===== src/rtl/iterator_frame_pkg.sv =====
`default_nettype none
// ============================================================================
// Module      : iterator_frame_pkg
// Description : Shared constants and state encoding for the iterator frame
//               controller. Coordinates are 4.23 signed fixed point.
// Revision    : 1.0 - initial release
// ============================================================================
package iterator_frame_pkg;

  // 4 integer bits (including sign) + 23 fractional bits = 27-bit word
  localparam int c_FP_INT_BITS = 4;
  localparam int c_FP_FRAC     = 23;
  localparam int c_FP_W        = c_FP_INT_BITS + c_FP_FRAC;

  localparam int c_MAX_ITER_W  = 32;
  localparam int c_FRAME_CNT_W = 16;
  localparam int c_PERF_W      = 32;

  // Frame sequencing states
  typedef enum logic [2:0] {
    ST_IDLE  = 3'd0,
    ST_LOAD  = 3'd1,
    ST_START = 3'd2,
    ST_RUN   = 3'd3,
    ST_DONE  = 3'd4
  } frame_state_t;

  // Increment that sticks at all-ones instead of wrapping
  function automatic logic [c_PERF_W-1:0] sat_inc(input logic [c_PERF_W-1:0] v);
    return (v == {c_PERF_W{1'b1}}) ? v : v + {{(c_PERF_W-1){1'b0}}, 1'b1};
  endfunction

endpackage
`default_nettype wire


===== src/rtl/iterator_frame_accum.sv =====
`default_nettype none
// ============================================================================
// Module      : iterator_frame_accum
// Description : LOAD-phase accumulator. Walks the partition index and sums the
//               per-pixel x step so that each partition gets base + p*step and,
//               once every partition is written, the sum equals the shared
//               PARTITION*step column increment (all mod 2^27).
// Revision    : 1.0 - initial release
// ============================================================================
module iterator_frame_accum
  import iterator_frame_pkg::*;
#(
  parameter int PARTITION  = 2,
  parameter int PART_IDX_W = 1
) (
  input  logic                  clk,
  input  logic                  rst_n,
  input  logic                  i_clear,
  input  logic                  i_step_en,
  input  logic [c_FP_W-1:0]     i_base,
  input  logic [c_FP_W-1:0]     i_step,
  output logic [PART_IDX_W-1:0] o_idx,
  output logic                  o_last,
  output logic [c_FP_W-1:0]     o_coord,
  output logic [c_FP_W-1:0]     o_incr
);

  localparam logic [PART_IDX_W-1:0] c_LAST_IDX = PART_IDX_W'(PARTITION - 1);

  logic [PART_IDX_W-1:0] r_idx;
  logic [c_FP_W-1:0]     r_acc;
  logic                  w_last;

  assign w_last = (r_idx == c_LAST_IDX);

  // Index and step sum: cleared on frame accept, advanced once per LOAD cycle
  always_ff @(posedge clk or negedge rst_n) begin
    if (!rst_n) begin
      r_idx <= '0;
      r_acc <= '0;
    end else if (i_clear) begin
      r_idx <= '0;
      r_acc <= '0;
    end else if (i_step_en) begin
      r_acc <= r_acc + i_step;
      if (!w_last) begin
        r_idx <= r_idx + PART_IDX_W'(1);
      end
    end
  end

  assign o_idx   = r_idx;
  assign o_last  = w_last;
  assign o_coord = i_base + r_acc;
  assign o_incr  = r_acc;

endmodule
`default_nettype wire


===== src/rtl/iterator_frame_ctrl.sv =====
`default_nettype none
// ============================================================================
// Module      : iterator_frame_ctrl
// Description : Frame controller for a partitioned escape-time iterator array.
//               Accepts a frame request, writes per-partition start
//               coordinates, pulses start, waits for done and reports
//               completion. Optional render-cycle counter enabled by macro
//               ITER_FRAME_PERF_EN (render_cycles reads 0 when undefined).
// Revision    : 1.0 - initial release
// ============================================================================
module iterator_frame_ctrl
  import iterator_frame_pkg::*;
#(
  parameter int PARTITION  = 2,
  parameter int PART_IDX_W = (PARTITION > 1) ? $clog2(PARTITION) : 1
) (
  input  logic                     clk,
  input  logic                     rst_n,
  // frame request
  input  logic                     i_cfg_valid,
  output logic                     o_cfg_ready,
  input  logic [c_FP_W-1:0]        i_cfg_x0,
  input  logic [c_FP_W-1:0]        i_cfg_y0,
  input  logic [c_FP_W-1:0]        i_cfg_dx,
  input  logic [c_FP_W-1:0]        i_cfg_dy,
  input  logic [c_MAX_ITER_W-1:0]  i_cfg_max_iter,
  input  logic                     i_abort,
  // partition start-coordinate write port
  output logic                     o_part_wr,
  output logic [PART_IDX_W-1:0]    o_part_idx,
  output logic [c_FP_W-1:0]        o_part_init_x,
  output logic [c_FP_W-1:0]        o_part_init_y,
  // shared iterator controls
  output logic [c_FP_W-1:0]        o_iter_x_incr,
  output logic [c_FP_W-1:0]        o_iter_y_incr,
  output logic [c_MAX_ITER_W-1:0]  o_iter_max_iter,
  output logic                     o_iter_start,
  input  logic                     i_iter_done,
  // status
  output logic                     o_busy,
  output logic                     o_frame_done,
  output logic [c_FRAME_CNT_W-1:0] o_frame_count,
  output logic [c_PERF_W-1:0]      o_render_cycles
);

  frame_state_t r_state;
  frame_state_t w_state_nxt;

  logic [c_FP_W-1:0]        r_cfg_x0;
  logic [c_FP_W-1:0]        r_cfg_y0;
  logic [c_FP_W-1:0]        r_cfg_dx;
  logic [c_FP_W-1:0]        r_cfg_dy;
  logic [c_MAX_ITER_W-1:0]  r_cfg_max_iter;
  logic                     r_run_first;
  logic [c_FRAME_CNT_W-1:0] r_frame_count;

  logic                     w_accept;
  logic                     w_cfg_ready;
  logic                     w_part_wr;
  logic                     w_iter_start;
  logic                     w_busy;
  logic                     w_frame_done;
  logic                     w_load_last;
  logic [PART_IDX_W-1:0]    w_load_idx;
  logic [c_FP_W-1:0]        w_load_x;
  logic [c_FP_W-1:0]        w_x_incr;

  // State register
  always_ff @(posedge clk or negedge rst_n) begin
    if (!rst_n) begin
      r_state <= ST_IDLE;
    end else begin
      r_state <= w_state_nxt;
    end
  end

  // Next-state and Moore outputs; abort outranks done in RUN
  always_comb begin
    w_state_nxt  = r_state;
    w_accept     = 1'b0;
    w_cfg_ready  = 1'b0;
    w_part_wr    = 1'b0;
    w_iter_start = 1'b0;
    w_busy       = 1'b1;
    w_frame_done = 1'b0;
    case (r_state)
      ST_IDLE: begin
        w_busy      = 1'b0;
        w_cfg_ready = 1'b1;
        if (i_cfg_valid) begin
          w_accept    = 1'b1;
          w_state_nxt = ST_LOAD;
        end
      end
      ST_LOAD: begin
        w_part_wr = 1'b1;
        if (i_abort) begin
          w_state_nxt = ST_IDLE;
        end else if (w_load_last) begin
          w_state_nxt = ST_START;
        end
      end
      ST_START: begin
        w_iter_start = 1'b1;
        w_state_nxt  = i_abort ? ST_IDLE : ST_RUN;
      end
      ST_RUN: begin
        // done seen in the first RUN cycle is left over from the last frame
        if (i_abort) begin
          w_state_nxt = ST_IDLE;
        end else if (!r_run_first && i_iter_done) begin
          w_state_nxt = ST_DONE;
        end
      end
      ST_DONE: begin
        w_frame_done = 1'b1;
        w_state_nxt  = ST_IDLE;
      end
      default: begin
        w_busy      = 1'b0;
        w_state_nxt = ST_IDLE;
      end
    endcase
  end

  // Latch the frame request on handshake; held until the next accept
  always_ff @(posedge clk or negedge rst_n) begin
    if (!rst_n) begin
      r_cfg_x0       <= '0;
      r_cfg_y0       <= '0;
      r_cfg_dx       <= '0;
      r_cfg_dy       <= '0;
      r_cfg_max_iter <= '0;
    end else if (w_accept) begin
      r_cfg_x0       <= i_cfg_x0;
      r_cfg_y0       <= i_cfg_y0;
      r_cfg_dx       <= i_cfg_dx;
      r_cfg_dy       <= i_cfg_dy;
      r_cfg_max_iter <= i_cfg_max_iter;
    end
  end

  // Flag the first RUN cycle (the cycle right after START)
  always_ff @(posedge clk or negedge rst_n) begin
    if (!rst_n) begin
      r_run_first <= 1'b0;
    end else begin
      r_run_first <= (r_state == ST_START);
    end
  end

  // Completed-frame counter, wraps naturally
  always_ff @(posedge clk or negedge rst_n) begin
    if (!rst_n) begin
      r_frame_count <= '0;
    end else if (w_frame_done) begin
      r_frame_count <= r_frame_count + {{(c_FRAME_CNT_W-1){1'b0}}, 1'b1};
    end
  end

  iterator_frame_accum #(
    .PARTITION  (PARTITION),
    .PART_IDX_W (PART_IDX_W)
  ) u_accum (
    .clk       (clk),
    .rst_n     (rst_n),
    .i_clear   (w_accept),
    .i_step_en (w_part_wr),
    .i_base    (r_cfg_x0),
    .i_step    (r_cfg_dx),
    .o_idx     (w_load_idx),
    .o_last    (w_load_last),
    .o_coord   (w_load_x),
    .o_incr    (w_x_incr)
  );

`ifdef ITER_FRAME_PERF_EN
  logic [c_PERF_W-1:0] r_perf_cnt;
  logic [c_PERF_W-1:0] r_render_cycles;

  // Count START..RUN cycles; DONE adds its own cycle when publishing
  always_ff @(posedge clk or negedge rst_n) begin
    if (!rst_n) begin
      r_perf_cnt      <= '0;
      r_render_cycles <= '0;
    end else begin
      if (w_accept) begin
        r_perf_cnt <= '0;
      end else if (r_state == ST_START) begin
        r_perf_cnt <= {{(c_PERF_W-1){1'b0}}, 1'b1};
      end else if (r_state == ST_RUN) begin
        r_perf_cnt <= sat_inc(r_perf_cnt);
      end
      if (w_frame_done) begin
        r_render_cycles <= sat_inc(r_perf_cnt);
      end
    end
  end

  assign o_render_cycles = r_render_cycles;
`else
  assign o_render_cycles = '0;
`endif

  assign o_cfg_ready     = w_cfg_ready;
  assign o_busy          = w_busy;
  assign o_frame_done    = w_frame_done;
  assign o_iter_start    = w_iter_start;
  assign o_part_wr       = w_part_wr;
  assign o_part_idx      = w_load_idx;
  assign o_part_init_x   = w_load_x;
  assign o_part_init_y   = r_cfg_y0;
  assign o_iter_x_incr   = w_x_incr;
  assign o_iter_y_incr   = r_cfg_dy;
  assign o_iter_max_iter = r_cfg_max_iter;
  assign o_frame_count   = r_frame_count;

endmodule
`default_nettype wire


===== config.mk =====
export PLATFORM = sky130hd
export DESIGN_NAME = iterator_frame_ctrl
export DESIGN_NICKNAME = d
export VERILOG_FILES = /design/src/rtl/iterator_frame_pkg.sv /design/src/rtl/iterator_frame_accum.sv /design/src/rtl/iterator_frame_ctrl.sv
export SDC_FILE = /design/constraint.sdc
export NUM_CORES = 1
export LEC_CHECK = 0
export CORE_MARGIN = 2
export CORE_UTILIZATION = 42
export DETAILED_ROUTE_END_ITERATION = 16
export HOLD_SLACK_MARGIN = 0.02
export PLACE_DENSITY_LB_ADDON = 0.2
export SLEW_MARGIN = 20
export SYNTH_ARGS = -nofsm -noshare
export SYNTH_HDL_FRONTEND = slang
export SYNTH_SLANG_ARGS = --single-unit

===== constraint.sdc =====
create_clock -name clk -period 2.4 [get_ports clk]
set_input_delay 0.24 -clock clk [delete_from_list [all_inputs] [get_ports clk]]
set_output_delay 0.24 -clock clk [all_outputs]
set_load 0.02 [all_outputs]

# Yosys cells after proc, flatten, opt, wreduce, memory -nomap -nowiden
# Index checks and enable logic that the tools add are counted.
[word_totals]
regBits = 188
in_bits = 145
output_inout_bits = 194
elab_cells = 46
[op_classes]
addsub = 4
n_eq_ne = 7
n_mux = 19
reduce_logical = 6
[op_table]
columns = ["operator", "n"]
rows = [
  ["$add A27 B27 Y27", 2],
  ["$mux W27", 2],
  ["$add A16 B1 Y16 const B", 1],
  ["$mux W3", 5],
  ["$pmux W3 S4", 1],
  ["$mux W1", 10],
  ["$eq A3 B2 Y1 const B", 2],
  ["$reduce_or A4 Y1", 1],
  ["$eq A3 B1 Y1 const B", 1],
  ["$eq A3 B3 Y1 const B", 1],
  ["$logic_not A3 Y1", 1],
  ["$ne A3 B2 Y1 const B", 1],
  ["$ne A3 B3 Y1 const B", 1],
  ["$reduce_and A3 Y1", 1],
  ["$mux W2", 1],
  ["$ne A2 B2 Y1 const B", 1],
  ["$reduce_bool A2 Y1", 1],
  ["$add A1 B1 Y1 const B", 1],
  ["$logic_and A1 B1 Y1", 1],
  ["$logic_not A1 Y1", 1],
]

# Longest topological paths before layout
[depth]
depth_word = 5
ltp_mapped = 11
ltp_nobuf = 11

# Hierarchy
# Synthesis repeated with hierarchy kept, for this count alone.
[unflattened]
hier_cells = 914
area_unflattened_um2 = 10366.2
[by_module_without_submodules]
columns = ["module", "instances", "cells_per_inst", "area_per_inst_um2", "seq_area_each_um2"]
rows = [
  ["iterator_frame_ctrl", 1, 409, 6352.3, 4003.8],
  ["iterator_frame_accum", 1, 505, 4013.8, 700.7],
]

# Worst setup path before layout
# No wires, ideal clock.
[synth_path]
path_type = "reg2out"
start = "reg u_accum.r_acc[0] (netlist: u_accum.o_incr[0])"
end = "out o_part_init_x[20]"
t_arrival_ns = 2.717
required_ns = 2.160
setup_slack_ns = -0.557
stages_incl_launch_ff = 12
n_path_buf = 0
cell_sequence = "dfrtp_1 -> ha_1 -> inv_1 -> fa_1 -> nor2b_4 -> o31a_1 -> o31ai_2 -> a31oi_2 -> a31oi_1 -> or2_2 -> o21bai_1 -> xor2_1"
[synth_between]
elab_chain_cells = 1
[synth_lines]
columns = ["element", "line", "rtl"]
rows = [
  ["start: declaration", "iterator_frame_accum.sv:31", "logic [c_FP_W-1:0] r_acc;"],
  ["start signal: assignment", "iterator_frame_accum.sv:45", "r_acc <= r_acc + i_step;"],
  ["$add A27 B27 Y27", "iterator_frame_accum.sv:54", "assign o_coord = i_base + r_acc;"],
  ["end: declaration", "iterator_frame_ctrl.sv:31", "output logic [c_FP_W-1:0] o_part_init_x,"],
]
# No other way between the ends.

# Final worst setup path
[layout_path]
start = "reg r_cfg_x0[0]"
end = "out o_part_init_x[20]"
[layout_between]
elab_chain_cells = 1
[layout_lines]
columns = ["element", "line", "rtl"]
rows = [
  ["start: declaration", "iterator_frame_ctrl.sv:49", "logic [c_FP_W-1:0] r_cfg_x0;"],
  ["start signal: assignment", "iterator_frame_ctrl.sv:135", "r_cfg_x0 <= i_cfg_x0;"],
  ["$add A27 B27 Y27", "iterator_frame_accum.sv:54", ""],
]
# No other way between the ends.

==> Flow_metrics.wiki <==
{| class="wikitable"
! Metric !! Value
|-
| Primary flip-flop cell chosen by synthesis mapping || sky130_fd_sc_hd__dfrtp_1
|-
| Failing checks || negative setup slack
|-
| Period Utilization, post-route || 143%
|-
| Post-synth cell types || 65
|-
| Mapped Area || 10,200 sq um
|-
| Power density of the placed cells || 1560 nW/um^2
|-
| Filler cells || 1,917
|-
| Fmax || 0.291 GHz
|-
| Clock tree from TritonCTS || built
|-
| Kind of end point of the critical path || output pin
|-
| Worst-case vdd ir drop || ~0.76 mV
|-
| Antenna violations before repair || 0
|-
| RSZ-0062 raised after global routing || yes
|-
| Boundary Pins || 339
|-
| Final hold slack || about 310 ps
|-
| Pin count of the biggest net entering global routing || 105
|-
| First-pass detailed-route iteration total || 5
|-
| Hold violation count in the final report || 0
|-
| IO buf count || ~310
|-
| Sum of negative setup slack || -16,870 ps
|-
| Via density || 4.89
|-
| Run status || finished with violations
|-
| Bufs on Longest Clock Path || 2
|-
| Core region area || 23,600 sq um
|-
| Clock period minus final worst setup slack || 3430 ps
|-
| Drt first-iter violations || around 600
|-
| Count of mapped cells out of synthesis || between 1,000 and 1,500
|-
| Wirelength, routed || 31,200 um
|-
| Final weighted congestion in routability-driven placement || 0.874
|-
| Vias in the first global route || 9,776
|-
| Post-synthesis sequential area ratio || 46.3%
|-
| Worst-case setup margin in the final layout || -1030 ps
|-
| Die Ht || 159 um
|-
| Wire length of the first global-routing pass || 50,000 um
|-
| Number of maximum-capacitance constraint violations || 0
|-
| Final global-route overflow total || 0
|-
| X dimension of the die || 159 um
|-
| Layout cells sized above 1 || 20.9%
|-
| DRC errors left || 0
|-
| Worst skew pair latency || 440 ps
|-
| Final setup skew || 13.3 ps
|-
| Count of antenna-violating nets left after detailed routing || 0
|-
| Lkg Pwr || 0.00788 uW
|-
| Slew Limit Fails || 0
|-
| Measured slew at the worst slew-check pin || ~710 ps
|-
| Crit Path Category || flop to output pin
|-
| Mapped Avg Cell Area || roughly 8.6 sq um
|-
| Setup violation total in the final timing report || between 40 and 50
|-
| TritonCTS Sinks || between 150 and 200
|-
| Required time at the worst-slack endpoint || 2160 ps
|-
| Std cell rows || 56
|-
| Net count, final || about 1,800
|-
| # diodes || 0
|-
| Post-synthesis register bit count || about 190
|-
| Vias || 9,623
|-
| Sum of internal, switching and leakage power || approximately 25,000 uW
|-
| Yosys warns || 0
|-
| Initial core utilization || 43.0%
|-
| Crit path max fanout || 4
|-
| Clock Pin Slew Worst Setup and Hold Paths || 80 ps
|-
| Wire per inst || 15.8 um
|-
| CTS H-Tree Depth || 4
|-
| Fraction of registers with async set or reset after synthesis || 100%
|-
| Root cell of the clock tree || sky130_fd_sc_hd__clkbuf_16
|-
| CP Data Arrival Time || approximately 3200 ps
|-
| Post-detail-place hpwl || 23,000 um
|-
| TritonCTS buffer count || 17
|-
| Area growth syn-to-layout || 58.1%
|-
| Total Die Area || 25,400 sq um
|-
| Relative slew slack || approximately 52%
|-
| Worst hold path class || input port to flop
|-
| Number of synthesized flops with an enable pin || 0
|-
| Tot GR Track Use || about 24%
|-
| Category of the worst setup path launch point || flop
|}
logic make-up (layout without fill, tap and decap cells):
family | count (synthesis) | count (layout) | share of synthesized area (%)
fa+ha+maj | 55 | 55 | 6.93
simple gates | 578 | 578 | 23.3
other cells | 1 | 32 | 0.0369
mux | 3 | 3 | 0.308
xor+xnor | 56 | 56 | 4.83
flops | 188 | 188 | 46.3
compound gates | 195 | 195 | 13.0
buf+inv | 108 | 541 | 5.34
registers in the layout, summed over array words and instances, names as in the netlist, 3 cells and up:
register         cells
o_frame_count       16
r_cfg_dx            27
o_iter_max_iter     32
u_accum.o_incr      27
r_state              3
r_cfg_x0            27
o_part_init_y       27
o_iter_y_incr       27
through the flow:
step	util (%)	std cells	setup WS, ps	cell area [sq um]
after floorplan	-	1215	-341	10500
after global placement	62.6	1915	-1260	14800
after detailed placement	62.6	1915	-1290	14800
after CTS	66.9	1963	-1100	15800
after global routing	68.0	1967	-1160	16100
final	68.0	1967	-1030	16100
routing by layer:
| metal | vias to the layer above | part of all wire, % | GRT usage (%) |
|---|---|---|---|
| met4 | 0 | 2.0 | 7.31 |
| met2 | 291 | 48 | 40.7 |
| li1 | 4758 | - | - |
| met1 | 4527 | 43 | 31.0 |
| met5 | - | 0 | 0 |
| met3 | 47 | 6.7 | 6.30 |
critical path: stages, from the launching register on:
cell and delay, ps:
sky130_fd_sc_hd__dfrtp_1 390, sky130_fd_sc_hd__ha_4 150, sky130_fd_sc_hd__inv_2 30, sky130_fd_sc_hd__fa_2 360
sky130_fd_sc_hd__nor2b_4 130, sky130_fd_sc_hd__o31a_1 240, sky130_fd_sc_hd__o31ai_4 100, sky130_fd_sc_hd__a31oi_4 220
sky130_fd_sc_hd__buf_4 140, sky130_fd_sc_hd__buf_6 110, sky130_fd_sc_hd__a31oi_4 90, sky130_fd_sc_hd__or2_4 320
sky130_fd_sc_hd__o21bai_4 170, sky130_fd_sc_hd__xor2_4 160, sky130_fd_sc_hd__buf_6 130
cells in the mapped netlist (5+ instances only):
master / instances / area, sq um
sky130_fd_sc_hd__clkbuf_1: 37 / 139
sky130_fd_sc_hd__o21a_1: 8 / 60.1
sky130_fd_sc_hd__nor3_1: 6 / 30.0
sky130_fd_sc_hd__buf_2: 11 / 55.1
sky130_fd_sc_hd__a21o_1: 31 / 233
sky130_fd_sc_hd__xnor2_1: 32 / 280
sky130_fd_sc_hd__nor2_1: 29 / 109
sky130_fd_sc_hd__and3_1: 10 / 62.6
sky130_fd_sc_hd__o21ai_1: 7 / 35.0
sky130_fd_sc_hd__nand4_1: 10 / 62.6
sky130_fd_sc_hd__dfrtp_1: 188 / 4700
sky130_fd_sc_hd__a21oi_1: 48 / 240
sky130_fd_sc_hd__nand2_1: 467 / 1750
sky130_fd_sc_hd__o21bai_1: 10 / 75.1
sky130_fd_sc_hd__xor2_1: 24 / 210
sky130_fd_sc_hd__ha_1: 53 / 663
sky130_fd_sc_hd__nand3_1: 30 / 150
sky130_fd_sc_hd__a31oi_1: 5 / 31.3
sky130_fd_sc_hd__a211oi_1: 9 / 67.6
sky130_fd_sc_hd__buf_4: 32 / 240
sky130_fd_sc_hd__inv_1: 25 / 93.8
sky130_fd_sc_hd__o21ai_0: 43 / 215
final cells by class:
class	count	area (sq um)	area share, %
multi-input combinational	919	5740	35.7
clock buffer	18	439	2.74
inverter	26	97.6	0.608
clock inverter	14	191	1.19
timing repair buffer	483	4480	27.9
tap	319	399	2.49
sequential	188	4710	29.4
layout by cell type, fill, tap and decap left out, types with 21 or more instances in the layout:
cell type,n
sky130_fd_sc_hd__a21o_1,31
sky130_fd_sc_hd__ha_1,38
sky130_fd_sc_hd__a21oi_1,36
sky130_fd_sc_hd__nand2_1,462
sky130_fd_sc_hd__conb_1,32
sky130_fd_sc_hd__nor2_1,23
sky130_fd_sc_hd__nand3_1,28
sky130_fd_sc_hd__o21ai_0,28
sky130_fd_sc_hd__buf_4,170
sky130_fd_sc_hd__buf_6,25
sky130_fd_sc_hd__xnor2_1,21
sky130_fd_sc_hd__clkdlybuf4s50_1,278
sky130_fd_sc_hd__inv_1,23
sky130_fd_sc_hd__dfrtp_1,181
final timing paths:
path | depth (start not counted) | startpoint | end | slack [ps]
max | 14 | r_cfg_x0[0]$_DFFE_PN0P_ | o_part_init_x[20] | -1030
min in group asynchronous | 2 | rst_n | o_part_init_y[26]$_DFFE_PN0P_ | 340
max reg2reg | 9 | u_accum.o_incr[9]$_DFFE_PN0P_ | u_accum.o_incr[24]$_DFFE_PN0P_ | -330
max in group asynchronous | 3 | rst_n | r_cfg_dx[22]$_DFFE_PN0P_ | 1360
min reg2reg | 2 | o_part_init_y[9]$_DFFE_PN0P_ | o_part_init_y[9]$_DFFE_PN0P_ | 480
min | 3 | i_cfg_dy[23] | o_iter_y_incr[23]$_DFFE_PN0P_ | 310
power by group:
| part | switching, uW | internal (uW) |
|---|---|---|
| sequential | 887 | 4560 |
| clock | 1440 | 1540 |
| combinational | 8730 | 7850 |
| total | 11100 | 13900 |
repair_timing:
action	in CTS	in global routing
gates resized for setup	189	56
buffers inserted	17	15
pin swaps	47	39
hold buffers	1	0
setup endpoints to repair	45	43
cloned	0	0
endpoints found under the hold margin	55	0
Note: power is estimated with default switching activity, not from simulation.
